<file path="src/rtl/program_loader_pkg.sv">
// program_loader_pkg: state encoding and widths shared by the loader and the instruction fetch path
package program_loader_pkg;
  localparam int INSTR_WIDTH = 18;
  localparam int ADDR_WIDTH = 16;
  localparam logic [7:0] SYNC_BYTE_DEF = 8'hA5;
  typedef enum logic [3:0] {IDLE, LEN_HI, LEN_LO, W0, W1, W2, CSUM, DONE, ERROR} state_t;
endpackage

</file>
<file path="src/rtl/program_loader_if.sv">
// program_loader_if: host byte link plus program-memory write port of the loader
// slave  (loader): takes i_byte/i_byteValid/i_restart, drives o_byteReady, write port and status
// master (host)  : the opposite directions
interface program_loader_if;
  import program_loader_pkg::*;
  logic [0:7] i_byte;
  logic i_byteValid;
  logic o_byteReady;
  logic i_restart;
  logic [0:ADDR_WIDTH-1] o_wAddr;
  logic [0:INSTR_WIDTH-1] o_wData;
  logic o_wEn;
  logic o_cpuHold;
  logic o_done;
  logic o_error;
  modport slave(input i_byte, i_byteValid, i_restart,
                output o_byteReady, o_wAddr, o_wData, o_wEn, o_cpuHold, o_done, o_error);
  modport master(output i_byte, i_byteValid, i_restart,
                 input o_byteReady, o_wAddr, o_wData, o_wEn, o_cpuHold, o_done, o_error);
endinterface

</file>
<file path="src/rtl/program_loader_timeout.sv">
// loader_timeout: idle-cycle down-counter; expired is high once CYCLES-1 idle cycles have elapsed
// clk/rst_n: clock and synchronous active-low reset; clear reloads; en counts down; expired at zero
module loader_timeout #(
  parameter int unsigned CYCLES = 1000000
) (
  input  logic clk,
  input  logic rst_n,
  input  logic clear,
  input  logic en,
  output logic expired
);
  localparam int W = $clog2(CYCLES + 1);
  localparam logic [W-1:0] LOAD = W'(CYCLES - 1);
  logic [W-1:0] count;
  always_ff @(posedge clk)
    if (!rst_n || clear) count <= LOAD;
    else if (en && count != '0) count <= count - 1'b1;
  assign expired = count == '0;
endmodule

</file>
<file path="src/rtl/program_loader.sv">
// program_loader: parses framed boot bytes into 18-bit words, writes program memory, releases the CPU on a good checksum
// i_clock/i_reset_n: clock and synchronous active-low reset
// bus: byte link in (i_byte, i_byteValid, o_byteReady, i_restart), write port out (o_wAddr, o_wData, o_wEn),
//      status out (o_cpuHold, o_done, o_error)
module program_loader import program_loader_pkg::*; #(
  parameter logic [ADDR_WIDTH-1:0] BASE_ADDR = 16'h0000,
  parameter logic [7:0] SYNC_BYTE = SYNC_BYTE_DEF,
  parameter int unsigned TIMEOUT_CYCLES = 1000000
) (
  input logic i_clock,
  input logic i_reset_n,
  program_loader_if.slave bus
);
  state_t state;
  logic [7:0] csum;
  logic [15:0] count;
  logic [9:0] hold;
  logic take, active, expired;
  assign bus.o_byteReady = state != DONE && state != ERROR;
  assign take = bus.i_byteValid && bus.o_byteReady;
  assign active = state inside {LEN_HI, LEN_LO, W0, W1, W2, CSUM};
  loader_timeout #(.CYCLES(TIMEOUT_CYCLES)) u_timeout (
    .clk(i_clock), .rst_n(i_reset_n), .clear(take || !active), .en(active && !take), .expired(expired)
  );
  always_ff @(posedge i_clock) begin
    if (!i_reset_n) begin
      state <= IDLE;
      csum <= '0;
      count <= '0;
      hold <= '0;
      bus.o_wAddr <= BASE_ADDR;
      bus.o_wData <= '0;
      bus.o_wEn <= 1'b0;
      bus.o_cpuHold <= 1'b1;
      bus.o_done <= 1'b0;
      bus.o_error <= 1'b0;
    end else begin
      bus.o_wEn <= 1'b0;
      // address advances in the cycle after each strobe
      if (bus.o_wEn) bus.o_wAddr <= bus.o_wAddr + 1'b1;
      if (active && !take && expired) begin
        state <= ERROR;
        bus.o_error <= 1'b1;
      end else if (take) begin
        // sync byte starts a fresh checksum; CSUM-state update is irrelevant since the frame ends there
        csum <= state == IDLE ? '0 : csum ^ bus.i_byte;
        case (state)
          IDLE: state <= bus.i_byte == SYNC_BYTE ? LEN_HI : IDLE;
          LEN_HI: begin
            count[15:8] <= bus.i_byte;
            state <= LEN_LO;
          end
          LEN_LO: begin
            count[7:0] <= bus.i_byte;
            state <= {count[15:8], bus.i_byte} != 16'd0 ? W0 : CSUM;
          end
          W0: begin
            hold[9:8] <= bus.i_byte[6:7];
            state <= W1;
          end
          W1: begin
            hold[7:0] <= bus.i_byte;
            state <= W2;
          end
          W2: begin
            bus.o_wData <= {hold, bus.i_byte};
            bus.o_wEn <= 1'b1;
            count <= count - 1'b1;
            state <= count > 16'd1 ? W0 : CSUM;
          end
          CSUM: begin
            state <= bus.i_byte == csum ? DONE : ERROR;
            bus.o_done <= bus.i_byte == csum;
            bus.o_error <= bus.i_byte != csum;
            bus.o_cpuHold <= bus.i_byte != csum;
          end
          default: ;
        endcase
      end else if (bus.i_restart && !active && state != IDLE) begin
        state <= IDLE;
        csum <= '0;
        count <= '0;
        bus.o_wAddr <= BASE_ADDR;
        bus.o_cpuHold <= 1'b1;
        bus.o_done <= 1'b0;
        bus.o_error <= 1'b0;
      end
    end
  end
endmodule

</file>
<file path="src/flat_wrapper.sv">
// flat-port wrapper written by rule: the top's interface ports become plain ports
module program_loader_flat import program_loader_pkg::*;
#(
  parameter logic [ADDR_WIDTH-1:0] BASE_ADDR = 16'h0000,
  parameter logic [7:0] SYNC_BYTE = SYNC_BYTE_DEF,
  parameter int unsigned TIMEOUT_CYCLES = 1000000
)
  (i_clock, i_reset_n, bus_i_byte, bus_i_byteValid, bus_i_restart, bus_o_byteReady, bus_o_wAddr, bus_o_wData, bus_o_wEn, bus_o_cpuHold, bus_o_done, bus_o_error);
  program_loader_if bus_i ();
  input logic i_clock;
  input logic i_reset_n;
  input wire logic [$bits(bus_i.i_byte)-1:0] bus_i_byte;
  input wire logic [$bits(bus_i.i_byteValid)-1:0] bus_i_byteValid;
  input wire logic [$bits(bus_i.i_restart)-1:0] bus_i_restart;
  output wire logic [$bits(bus_i.o_byteReady)-1:0] bus_o_byteReady;
  output wire logic [$bits(bus_i.o_wAddr)-1:0] bus_o_wAddr;
  output wire logic [$bits(bus_i.o_wData)-1:0] bus_o_wData;
  output wire logic [$bits(bus_i.o_wEn)-1:0] bus_o_wEn;
  output wire logic [$bits(bus_i.o_cpuHold)-1:0] bus_o_cpuHold;
  output wire logic [$bits(bus_i.o_done)-1:0] bus_o_done;
  output wire logic [$bits(bus_i.o_error)-1:0] bus_o_error;
  assign bus_i.i_byte = bus_i_byte;
  assign bus_i.i_byteValid = bus_i_byteValid;
  assign bus_i.i_restart = bus_i_restart;
  assign bus_o_byteReady = bus_i.o_byteReady;
  assign bus_o_wAddr = bus_i.o_wAddr;
  assign bus_o_wData = bus_i.o_wData;
  assign bus_o_wEn = bus_i.o_wEn;
  assign bus_o_cpuHold = bus_i.o_cpuHold;
  assign bus_o_done = bus_i.o_done;
  assign bus_o_error = bus_i.o_error;
  program_loader #(.BASE_ADDR(BASE_ADDR), .SYNC_BYTE(SYNC_BYTE), .TIMEOUT_CYCLES(TIMEOUT_CYCLES)) u_core (.i_clock(i_clock), .i_reset_n(i_reset_n), .bus(bus_i));
endmodule
</file>
<file path="config.mk">
export PLATFORM = sky130hd
export DESIGN_NAME = program_loader_flat
export DESIGN_NICKNAME = d
export VERILOG_FILES = /design/src/rtl/program_loader_pkg.sv /design/src/rtl/program_loader_if.sv /design/src/rtl/program_loader_timeout.sv /design/src/rtl/program_loader.sv /design/src/flat_wrapper.sv
export SDC_FILE = /design/constraint.sdc
export NUM_CORES = 1
export LEC_CHECK = 0
export BUFFER_PORTS_ARGS = -buffer_cell sky130_fd_sc_hd__buf_2
export CAP_MARGIN = 20
export CORE_UTILIZATION = 64
export DETAILED_ROUTE_END_ITERATION = 12
export PLACE_DENSITY = 0.91
export SYNTH_ARGS = -nofsm -noshare
export SYNTH_HDL_FRONTEND = slang
export SYNTH_SLANG_ARGS = --single-unit
</file>
<file path="constraint.sdc">
create_clock -name i_clock -period 4.7 [get_ports i_clock]
set_input_delay 0.705 -clock i_clock [delete_from_list [all_inputs] [get_ports i_clock]]
set_output_delay 0.705 -clock i_clock [all_outputs]
set_load 0.05 [all_outputs]
</file>
# Word-level counts from Yosys, hierarchy flattened
# Cells that the tools add are included.
# Widths: inputs -> output; s select.
[op_classes] reduce_logical=32 mux=28 n_addsub=3 order_cmp=1 eq_ne=17 n_bitwise=4
[op_table] operator="$mux 16" count=6
[op_table] operator="$pmux 8 s2" count=2
[op_table] operator="$pmux 4 s7" count=1
[op_table] operator="$mux 8" count=3
[op_table] operator="$logic_not 20->1" count=1
[op_table] operator="$reduce_bool 20->1" count=1
[op_table] operator="$sub 20x1->20 const B" count=1
[op_table] operator="$reduce_and 3->1" count=6
[op_table] operator="$add 16x1->16 const B" count=1
[op_table] operator="$gt 16x1->1 const B" count=1
[op_table] operator="$mux 4" count=4
[op_table] operator="$reduce_bool 16->1" count=1
[op_table] operator="$sub 16x1->16 const B" count=1
[op_table] operator="$eq 4x3->1 const B" count=3
[op_table] operator="$mux 1" count=10
[op_table] operator="$ne 3x3->1 const B" count=3
[op_table] operator="$ne 9x9->1 const B" count=1
[op_table] operator="$eq 4x2->1 const B" count=2
[op_table] operator="$eq 8x8->1" count=1
[op_table] operator="$eq 8x8->1 const B" count=1
[op_table] operator="$ne 8x8->1" count=1
[op_table] operator="$ne 8x8->1 const B" count=1
[op_table] operator="$reduce_and 2->1" count=4
[op_table] operator="$xor 8x8->8" count=1
[op_table] operator="16 further kinds" count=28
[totals] out_inout_bits=39 reg_bits=96 inputBits=12

# Longest topological paths before layout
# Gate-level depths: netlist (run 1).
[logic_depth] depth_word=8 ltp_mapped=8

# By module
# Synthesis (run 1) repeated with hierarchy kept, for this count alone.
[unflattened] hier_cells=625 area_unflattened_um2=5003.5
[by_module_without_submodules] mod="program_loader" instances=1 area_each_um2=3883.7 cells_per_inst=497
[by_module_without_submodules] mod="loader_timeout" instances=1 area_each_um2=1119.8 cells_per_inst=128

# Worst setup path before layout (run 1)
# OpenSTA, ideal clock, no wires.
[synth_path] kind="input port to flip-flop" startpoint="input port bus_i_byteValid" endpoint="register u_core.u_timeout.count[15]" required_time_ns=4.625 setup_slack_ns=2.335 arrival_ns=2.290 setup_ns=0.075 stages=6 path_cell_list="clkbuf_1 > a311oi_1 > and3_1 > o211ai_2 > or4_1 > a21oi_1"
[synth_between] elab_chain_len=4
[synth_lines] element="start, declared" line="flat_wrapper.sv:13" text="input wire logic [$bits(bus_i.i_byteValid)-1:0] bus_i_byteValid;"
[synth_lines] element="$logic_and 1x1->1 *" line="program_loader.sv:20" text="assign take = bus.i_byteValid && bus.o_byteReady;"
[synth_lines] element="$logic_not 1->1" line="program_loader.sv:23" text=".clk(i_clock), .rst_n(i_reset_n), .clear(take || !active), .en(active && !take), .expired(expired)"
[synth_lines] element="$logic_and 1x1->1" line="program_loader.sv:23"
[synth_lines] element="$logic_and 1x1->1" line="program_loader_timeout.sv:17" text="else if (en && count != '0) count <= count - 1'b1;"
[synth_lines] element="end signal, assigned" line="program_loader_timeout.sv:17"
[synth_lines] element="end, declared" line="program_loader_timeout.sv:14" text="logic [W-1:0] count;"
# Mark *: on every way between the ends. The rest lies on a longest branch, timed or not.
# A chain may end at the register's enable or synchronous reset.

# Worst setup path in the final report (run 1)
[layout_path] startpoint="register u_core.state[3]" endpoint="output port bus_o_byteReady"
[layout_between] elab_chain_len=2
[layout_lines] element="start, declared" line="program_loader.sv:14" text="state_t state;"
[layout_lines] element="start signal, assigned" line="program_loader.sv:48" text="IDLE: state <= bus.i_byte == SYNC_BYTE ? LEN_HI : IDLE;"
[layout_lines] element="start signal, assigned" line="program_loader.sv:55" text="state <= {count[15:8], bus.i_byte} != 16'd0 ? W0 : CSUM;"
[layout_lines] element="start signal, assigned" line="program_loader.sv:69" text="state <= count > 16'd1 ? W0 : CSUM;"
[layout_lines] element="$ne 4x3->1 or $ne 4x4->1 (tied branches)" line="program_loader.sv:19" text="assign bus.o_byteReady = state != DONE && state != ERROR;"
[layout_lines] element="$logic_and 1x1->1 *" line="program_loader.sv:19"
[layout_lines] element="end, declared" line="flat_wrapper.sv:15" text="output wire logic [$bits(bus_i.o_byteReady)-1:0] bus_o_byteReady;"
# Marks and branches as above.

==> flow_metrics.tcl, run 1 <==
set metrics [dict create \
    post_cts_buffers 0 \
    viasPerCell 6.40 \
    io_pins 51 \
    dp_hpwl_um 8470 \
    regToRegSetupSlack_ns 1.83 \
    worstMarginPinSlew_ns 1.01 \
    syn_area_per_cell_um2 8.00 \
    grt_pass1_wl_um 20300 \
    clkTransAtPathRegs_ns 0.10 \
    yosysMostFrequentCell "dfxtp_1" \
    grt-ovfl-total 0 \
    antenna_found_initial 0 \
    rsz0062_at_grt "no" \
    path_cells "or4b_2, nand2_1, inv_1, buf_2" \
    worst_hold_path.endpoint "u_core.bus.o_wData[3]$_SDFFE_PN0P_" \
    status "finished, final reports clean" \
    hold_path.startpoint "u_core.hold[6]$_SDFFE_PN0P_" \
    setup_viol 0 \
    final.min_clock_period_ns 3.02 \
    vias 4875 \
    worstPathRequired_ns 3.99 \
    hold_viol_final 0 \
    cp_slowest_stage_delay_ns 0.83 \
    cts_tree "built" \
    yosysWarningCount 0 \
    synthFlopType "dfxtp_1" \
    ys_types 69 \
    gp_congestion 0.972 \
    regToRegStartpoint "u_core.state[2]$_SDFFE_PP0P_" \
    path_class "reg -> out" \
    wl_um 12500 \
    leakagePower_nw 2.16 \
    hold_depth 2 \
    clockBufferDepth 2 \
    syn-cell-area_um2 5070 \
    cts_made_buffers 9 \
    synthArstFlopShare_pct 0 \
    route.detailed.drc 0 \
    path_max_fanout 23 \
    report.final.slew_viol_count 0 \
    drive_gt1_share_pct 13.8 \
    post_drt_wl_per_cell_um 16.3 \
    syn_nets 651 \
    tns_ns 0 \
    grt_start_max_net_pins 50 \
    synth_edf_count 0 \
    rr_worst_depth 5 \
    cts_sinks 96 \
    ys_top_cells_by_area "dfxtp_1, a21oi_1, nand2_1" \
    r2r-end "u_core.count[2]$_SDFFE_PN0P_" \
    drt-initial-drc-count 449 \
    power_mw 1.51 \
    root_buffer "clkbuf_8" \
    htreeDepth 3 \
    clk_latency_ns 0.36 \
    synth_seq_cells 96 \
    crit_arrival_ns 2.31 \
    die_x_um 91.0 \
    yosys-top-cells-count "dfxtp_1, nand2_1, nor2_1, a21oi_1, clkbuf_1" \
    synth.top_cell.area_share_pct 37.9 \
    finalCritPeriodShare_pct 64.2 \
    worst_ir_drop_vdd_mv 0.212 \
    cp_slowest_cell "dfxtp_1" \
    cp_top_family "simple AND/OR/NAND/NOR gates" \
    fillers 627 \
    hold_class "reg -> reg" \
    grt_usage_pct 30.0 \
    path_buf_inv 2 \
    powerDensity_nw_per_um2 275 \
    cp-end-kind "primary output" \
    netlist_instances 634 \
    fin_skew_ns 0.00951 \
    die_h_um 91.0 \
    dr.pass1.iters 5 \
    grt_pass1_vias 4370 \
    yosysSeqAreaShare_pct 37.9 \
    clock.fmax_mhz 331 \
    antenna_cells 0 \
    area.growth.synth_to_final_pct 8.43 \
    dieArea_um2 8290 \
    hold_buffers 0 \
    nNetsFinal 672 \
    final_core_util_pct 71.6 \
    io_buffers 50 \
    ant_nets 0 \
    core.rowCount 32 \
    yosysTopAreaCell "dfxtp_1" \
    ctsResizeCount 0 \
    cp-start-kind "flop" \
    initial_core_util_pct 66.0 \
    maxCapViolations 0 \
    slew_headroom_pct 32.6 \
    core_um2 7690 \
]
-- layer usage --
metal	routed length [um]	part of all wire [%]	global-route usage, %
met5	0	0	0
met4	332	2.7	13.2
met3	844	6.8	5.36
met2	5990	48	49.0
met1	5280	42	38.6
-- sequential cells by signal, indices dropped and copies added, names as in the netlist --
signal                  count
u_core.count               16
u_core.bus.o_cpuHold        1
u_core.hold                10
u_core.bus.o_wData         18
u_core.state                4
u_core.bus.o_wEn            1
u_core.csum                 8
u_core.bus.o_wAddr         16
u_core.bus.o_error          1
u_core.bus.o_done           1
u_core.u_timeout.count     20
-- kinds of logic (layout without fill, tap and decap cells) --
| logic type | Yosys count | in the layout | share of synthesized area (%) |
|---|---|---|---|
| simple gates | 269 | 269 | 26.9 |
| compound gates | 158 | 158 | 20.7 |
| flops | 96 | 96 | 37.9 |
| buf+inv | 57 | 83 | 4.36 |
| xor+xnor | 34 | 34 | 5.87 |
| mux | 15 | 15 | 3.01 |
| fa+ha+maj | 5 | 5 | 1.23 |
-- layout make-up --
class	instances	area, um^2	share of cell area (%)
multi-input cells	481	2940	53.4
flip-flops and latches	96	1920	34.9
repair buffers	53	273	4.96
well taps	102	128	2.32
clock buffers	9	124	2.25
clock inverters	7	66.3	1.21
inverters	14	52.6	0.955
-- per-stage QoR --
step                setup WS (ns)  area [um^2]  hold slack, ns  instances
floorplan                    2.34         5070           0.431        634
detailed placement           1.84         5300           0.447        745
global route                 1.52         5500           0.477        762
CTS                          1.73         5490           0.457        761
global placement             2.04         5300           0.440        745
finish                       1.68         5500           0.452        762
-- power by group --
part | leakage [nW] | switching [mW] | internal, mW | total [mW]
Combinational | 1.29 | 0.0993 | 0.0504 | 0.150
Sequential | 0.775 | 0.0165 | 0.822 | 0.839
Clock | 0.0949 | 0.320 | 0.204 | 0.525
Total | 2.16 | 0.436 | 1.08 | 1.51
-- cell usage in the layout, fill, tap and decap left out, drive strengths merged, types with 3 or more instances in the layout --
cell type	n
o221a	6
o211ai	5
and4	4
and2	4
nand3b	9
ha	5
a21oi	58
o21a	8
xnor2	13
inv	17
o22ai	4
a31oi	6
a211oi	4
nand3	21
a2111oi	3
nand2	75
nor2	69
o21ai	27
clkinv	3
dfxtp	96
nor4	9
and3	11
a311oi	3
nor2b	7
o31a	3
buf	53
o31ai	6
nor3	23
clkbuf	9
nand4	9
or3	9
xor2	21
or4	8
mux2i	13
-- worst max path at each step --
stage | start | to | depth (start not counted)
after floorplan | bus_i_byteValid | u_core.u_timeout.count[15]$_SDFFE_PP0P_ | 6
after global routing | u_core.state[2]$_SDFFE_PP0P_ | u_core.count[2]$_SDFFE_PN0P_ | 5
after detailed placement | bus_i_byteValid | u_core.u_timeout.count[3]$_SDFFE_PP1P_ | 6
after global placement | bus_i_byteValid | u_core.u_timeout.count[3]$_SDFFE_PP1P_ | 6
final | u_core.state[3]$_SDFFE_PN0P_ | bus_o_byteReady | 4
after CTS | u_core.state[3]$_SDFFE_PN0P_ | bus_o_byteReady | 4
-- worst min-delay path, delay by kind of cell, from the launching register on --
family           cells  cell delay [ns]
flip-flops           1             0.32
AND/OR/NAND/NOR      1             0.05
AO/OA/AOI/OAI        1             0.05
Power figures use the tool's default switching activity.
==> run 2, diff against run 1 <==
--- a/config.mk
+++ b/config.mk
@@ -7,9 +7,9 @@
 export LEC_CHECK = 0
 export BUFFER_PORTS_ARGS = -buffer_cell sky130_fd_sc_hd__buf_2
 export CAP_MARGIN = 20
-export CORE_UTILIZATION = 64
+export CORE_UTILIZATION = 53
 export DETAILED_ROUTE_END_ITERATION = 12
-export PLACE_DENSITY = 0.91
+export PLACE_DENSITY = 0.82
 export SYNTH_ARGS = -nofsm -noshare
 export SYNTH_HDL_FRONTEND = slang
 export SYNTH_SLANG_ARGS = --single-unit
==> constraint.sdc (replaced) <==
create_clock -name i_clock -period 2.6 [get_ports i_clock]
set_input_delay 0.39 -clock i_clock [delete_from_list [all_inputs] [get_ports i_clock]]
set_output_delay 0.39 -clock i_clock [all_outputs]
set_load 0.05 [all_outputs]
==> flow_metrics.tcl, run 2 (synthesis gave the netlist of run 1 again) <==
set metrics [dict create \
    status "finished, final reports clean" \
    cp_top_family "simple AND/OR/NAND/NOR gates" \
    die_h_um 99.8 \
    hold_buffers 0 \
    tns_ns 0 \
    powerDensity_nw_per_um2 481 \
    cp_slowest_stage_delay_ns 0.70 \
    clockBufferDepth 2 \
    slew_headroom_pct 50.3 \
    switchingPower_mw 0.758 \
    finalCritPeriodShare_pct 96.0 \
    post_cts_buffers 0 \
    p_seq_share_pct 55.7 \
    leakagePower_nw 2.23 \
    hold_depth 3 \
    grt-ovfl-total 0 \
    reg.largest.list "u_core.u_timeout.count (20), u_core.bus.o_wData (18)" \
    path_cells "buf_4, or4b_2, nand2_1, inv_1, buf_2" \
    fin_skew_ns 0.0129 \
    io_buffers 50 \
    grt_usage_pct 26.1 \
    largest_reg_flops 20 \
    nNetsFinal 686 \
    ant_nets 0 \
    whs_ns 0.358 \
    worstPathRequired_ns 2.21 \
    path_max_fanout 15 \
    drt-initial-drc-count 446 \
    cp_slowest_cell "or4b_2" \
    ctsResizeCount 0 \
    clk_latency_ns 0.36 \
    layout_commonest_cell "dfxtp_1" \
    place_ws_ns 0.361 \
    core.rowCount 35 \
    final_cell_mix "dfxtp_1, nand2_1, nor2_1, a21oi_1, buf_2" \
    power_mw 2.71 \
    clock.fmax_mhz 401 \
    initial_core_util_pct 54.9 \
    worstMarginPinSlew_ns 0.738 \
    internal_power_mw 1.95 \
    dp_hpwl_um 8970 \
    grt_start_max_net_pins 50 \
    switching_share_pct 28.0 \
    hold_class "in -> reg" \
    die_x_um 99.8 \
    final_core_util_pct 60.9 \
    drive_gt1_share_pct 15.4 \
    dieArea_um2 9970 \
    dr.pass1.iters 5 \
    root_buffer "clkbuf_8" \
    cp-end-kind "primary output" \
    cp-start-kind "flop" \
    cts_tree "built" \
    grt_pass1_wl_um 21100 \
    wl_um 12700 \
    vias 4910 \
    area.growth.synth_to_final_pct 10.9 \
    grt_pass1_vias 4566 \
    maxCapViolations 0 \
    gp_congestion 0.963 \
    path_class "reg -> out" \
    final.min_clock_period_ns 2.50 \
    cts_made_buffers 9 \
    layout_setup_ws_ns 0.104 \
    post_drt_wl_per_cell_um 15.8 \
    path_depth 5 \
    clkTransAtPathRegs_ns 0.10 \
    setup_viol 0 \
    cts_sinks 96 \
    htreeDepth 3 \
    clkPwrFrac_pct 33.6 \
    worst_ir_drop_vdd_mv 0.251 \
    largest_register "u_core.u_timeout.count" \
    core_um2 9240 \
    hold_viol_final 0 \
    report.final.slew_viol_count 0 \
    antenna_found_initial 0 \
    route.detailed.drc 0 \
    path_buf_inv 3 \
    io_pins 51 \
    antenna_cells 0 \
    comb_power_share_pct 10.7 \
    rsz0062_at_grt "no" \
    crit_arrival_ns 2.11 \
    rr_worst_depth 5 \
    viasPerCell 6.11 \
]
## run 2: cell type report
| type | instances | area, um^2 |
|---|---|---|
| fill | 816 | 3610 |
| inverter | 14 | 52.6 |
| clock buffer | 10 | 128 |
| sequential | 96 | 1920 |
| tap | 129 | 161 |
| multi-input combinational | 481 | 2940 |
| clock inverter | 6 | 50.0 |
| timing repair buffer | 67 | 378 |
## run 2: final timing paths
kind / start / slack [ns] / endpoint
max: u_core.state[1]$_SDFFE_PP0P_ / 0.10 / bus_o_byteReady
min: bus_i_byte[3] / 0.36 / u_core.bus.o_wData[14]$_SDFFE_PN0P_
min reg2reg: u_core.bus.o_wData[3]$_SDFFE_PN0P_ / 0.45 / u_core.bus.o_wData[3]$_SDFFE_PN0P_
max reg2reg: u_core.u_timeout.count[12]$_SDFFE_PP0P_ / 0.31 / u_core.state[0]$_SDFFE_PP0P_
## run 2: metrics by stage
| step | cells | cell area (um^2) |
|---|---|---|
| after global placement | 787 | 5450 |
| after floorplan | 634 | 5070 |
| final | 803 | 5630 |
| after CTS | 803 | 5630 |
| after global routing | 803 | 5630 |
| after detailed placement | 787 | 5450 |
## run 2: power by group through the flow
stage	clock [mW]	sequential, mW	combinational (mW)
after floorplan	0	1.53	0.212
after global placement	0	1.54	0.277
after detailed placement	0	1.54	0.280
after CTS	0.939	1.51	0.283
after global routing	0.988	1.51	0.316
final	0.909	1.51	0.290
## run 2: tightest hold or removal path, cell delays in order
cell and delay, ns:
buf_2 0.16, nand2_1 0.07, a21oi_1 0.05
## run 2: layer usage
layer / global-route usage, % / vias up / part of all wire [%]
li1: - / 2350 / -
met1: 33.8 / 2302 / 43
met2: 44.4 / 227 / 48
met3: 3.41 / 31 / 6.8
met4: 9.95 / 0 / 2.3
met5: 0 / - / 0
==> run 3, diff against run 2 <==
==> constraint.sdc (replaced) <==
create_clock -name i_clock -period 2.6 [get_ports i_clock]
set_input_delay 0.13 -clock i_clock [delete_from_list [all_inputs] [get_ports i_clock]]
set_output_delay 0.13 -clock i_clock [all_outputs]
set_load 0.05 [all_outputs]
==> flow_metrics.tcl, run 3 (synthesis gave the netlist of run 1 again) <==
set metrics [dict create \
    status "finished, final reports clean" \
    layout_commonest_cell "dfxtp_1" \
    grt_usage_pct 26.1 \
    clockBufferDepth 2 \
    layout_setup_ws_ns 0.289 \
    regToRegSetupSlack_ns 0.29 \
    switching_share_pct 28.4 \
    leakagePower_nw 2.22 \
    hold_viol_final 0 \
    dp_hpwl_um 9060 \
    largest_reg_flops 20 \
    cp_slowest_cell "dfxtp_1" \
    whs_ns 0.0860 \
    comb_power_share_pct 10.3 \
    grt_start_max_net_pins 35 \
    wl_um 12600 \
    post_cts_buffers 0 \
    worstMarginPinSlew_ns 0.754 \
    dr.pass1.iters 5 \
    path_cells "mux2_2, a32oi_1, o21a_1, buf_4, a21oi_1, o221a_2" \
    final_cell_mix "dfxtp_1, nand2_1, nor2_1, a21oi_1, buf_2" \
    internal_power_mw 1.95 \
    post_drt_wl_per_cell_um 15.7 \
    clock.fmax_mhz 433 \
    reg.largest.list "u_core.u_timeout.count (20), u_core.bus.o_wData (18)" \
    dieArea_um2 9970 \
    path_class "reg -> reg" \
    antenna_cells 0 \
    io_buffers 50 \
    htreeDepth 3 \
    drive_gt1_share_pct 15.3 \
    powerDensity_nw_per_um2 485 \
    worstPathRequired_ns 2.86 \
    path_buf_inv 1 \
    setup_viol 0 \
    antenna_found_initial 0 \
    area.growth.synth_to_final_pct 10.9 \
    cp_slowest_stage_delay_ns 0.82 \
    p_seq_share_pct 55.5 \
    path_max_fanout 24 \
    finalCritPeriodShare_pct 88.9 \
    die_x_um 99.8 \
    io_pins 51 \
    slew_headroom_pct 49.6 \
    nNetsFinal 684 \
    tns_ns 0 \
    drt-initial-drc-count 494 \
    cp-end-kind "flop" \
    initial_core_util_pct 54.9 \
    rsz0062_at_grt "no" \
    ctsResizeCount 0 \
    crit_arrival_ns 2.57 \
    hold_class "in -> reg" \
    cp_top_family "flip-flops" \
    largest_register "u_core.u_timeout.count" \
    die_h_um 99.8 \
    fin_skew_ns 0.0139 \
    clkPwrFrac_pct 34.2 \
    switchingPower_mw 0.776 \
    final.min_clock_period_ns 2.31 \
    cts_tree "built" \
    place_ws_ns 0.349 \
    report.final.slew_viol_count 0 \
    core.rowCount 35 \
    route.detailed.drc 0 \
    grt-ovfl-total 0 \
    worst_ir_drop_vdd_mv 0.255 \
    gp_congestion 0.974 \
    ant_nets 0 \
    viasPerCell 6.03 \
    cts_sinks 96 \
    core_um2 9240 \
    hold_buffers 0 \
    cp-start-kind "flop" \
    grt_pass1_wl_um 21000 \
    grt_pass1_vias 4483 \
    clk_latency_ns 0.36 \
    cts_made_buffers 9 \
    maxCapViolations 0 \
    clkTransAtPathRegs_ns 0.11 \
    vias 4827 \
    root_buffer "clkbuf_8" \
]
-- run 3: cell types whose count changed in the layout (fill, tap and decap cells not counted), sizes merged --
cell	delta
buf	-2
clkbuf	-1
clkinv	+1
clkinvlp	+1
inv	-1
-- run 3: power groups by stage --
stage               combinational [mW]  clock [mW]  sequential [mW]
floorplan                        0.212           0             1.53
global placement                 0.269           0             1.54
detailed placement               0.275           0             1.55
CTS                              0.275       0.959             1.51
global route                     0.306        1.02             1.52
finish                           0.281       0.933             1.51
-- run 3: worst paths after layout --
path                                                    from                             endpoint  cells past startpoint
worst max-delay path            u_core.state[1]$_SDFFE_PP0P_         u_core.count[5]$_SDFFE_PN0P_                      6
worst min-delay path                           bus_i_byte[3]  u_core.bus.o_wData[14]$_SDFFE_PN0P_                      3
worst max register to register  u_core.state[1]$_SDFFE_PP0P_         u_core.count[5]$_SDFFE_PN0P_                      6
worst min register to register   u_core.hold[6]$_SDFFE_PN0P_   u_core.bus.o_wData[3]$_SDFFE_PN0P_                      2
-- run 3: worst reg2reg max path: cells and delay by family (launching register included) --
family	cells	cell delay, ns
AOI/OAI and AO/OA	4	0.78
buffers and inverters	1	0.19
DFF	1	0.82
muxes	1	0.41
-- run 3: per-layer routing --
| metal | vias up | GRT usage [%] | wire [um] |
|---|---|---|---|
| met5 | - | 0 | 0 |
| met4 | 0 | 8.71 | 237 |
| met3 | 31 | 3.55 | 786 |
| met2 | 196 | 44.9 | 6020 |
| met1 | 2256 | 33.8 | 5530 |
| li1 | 2344 | - | - |
-- run 3: cell type report --
cell class	instances	area [um^2]
Timing Repair Buffer	65	363
Tap cell	129	161
Inverter	14	52.6
Multi-Input combinational cell	481	2940
Clock inverter	7	65.1
Fill cell	830	3620
Clock buffer	9	124
Sequential cell	96	1920
-- run 3: metrics by stage --
step | utilization [%] | std cells | cell area [um^2] | total power [mW]
4_1_cts | 60.9 | 801 | 5620 | 2.75
3_3_place_gp | 58.8 | 785 | 5440 | 1.81
2_1_floorplan | - | 634 | 5070 | 1.74
6_report | 60.9 | 801 | 5620 | 2.73
5_1_grt | 60.9 | 801 | 5620 | 2.84
3_5_place_dp | 58.8 | 785 | 5440 | 1.82
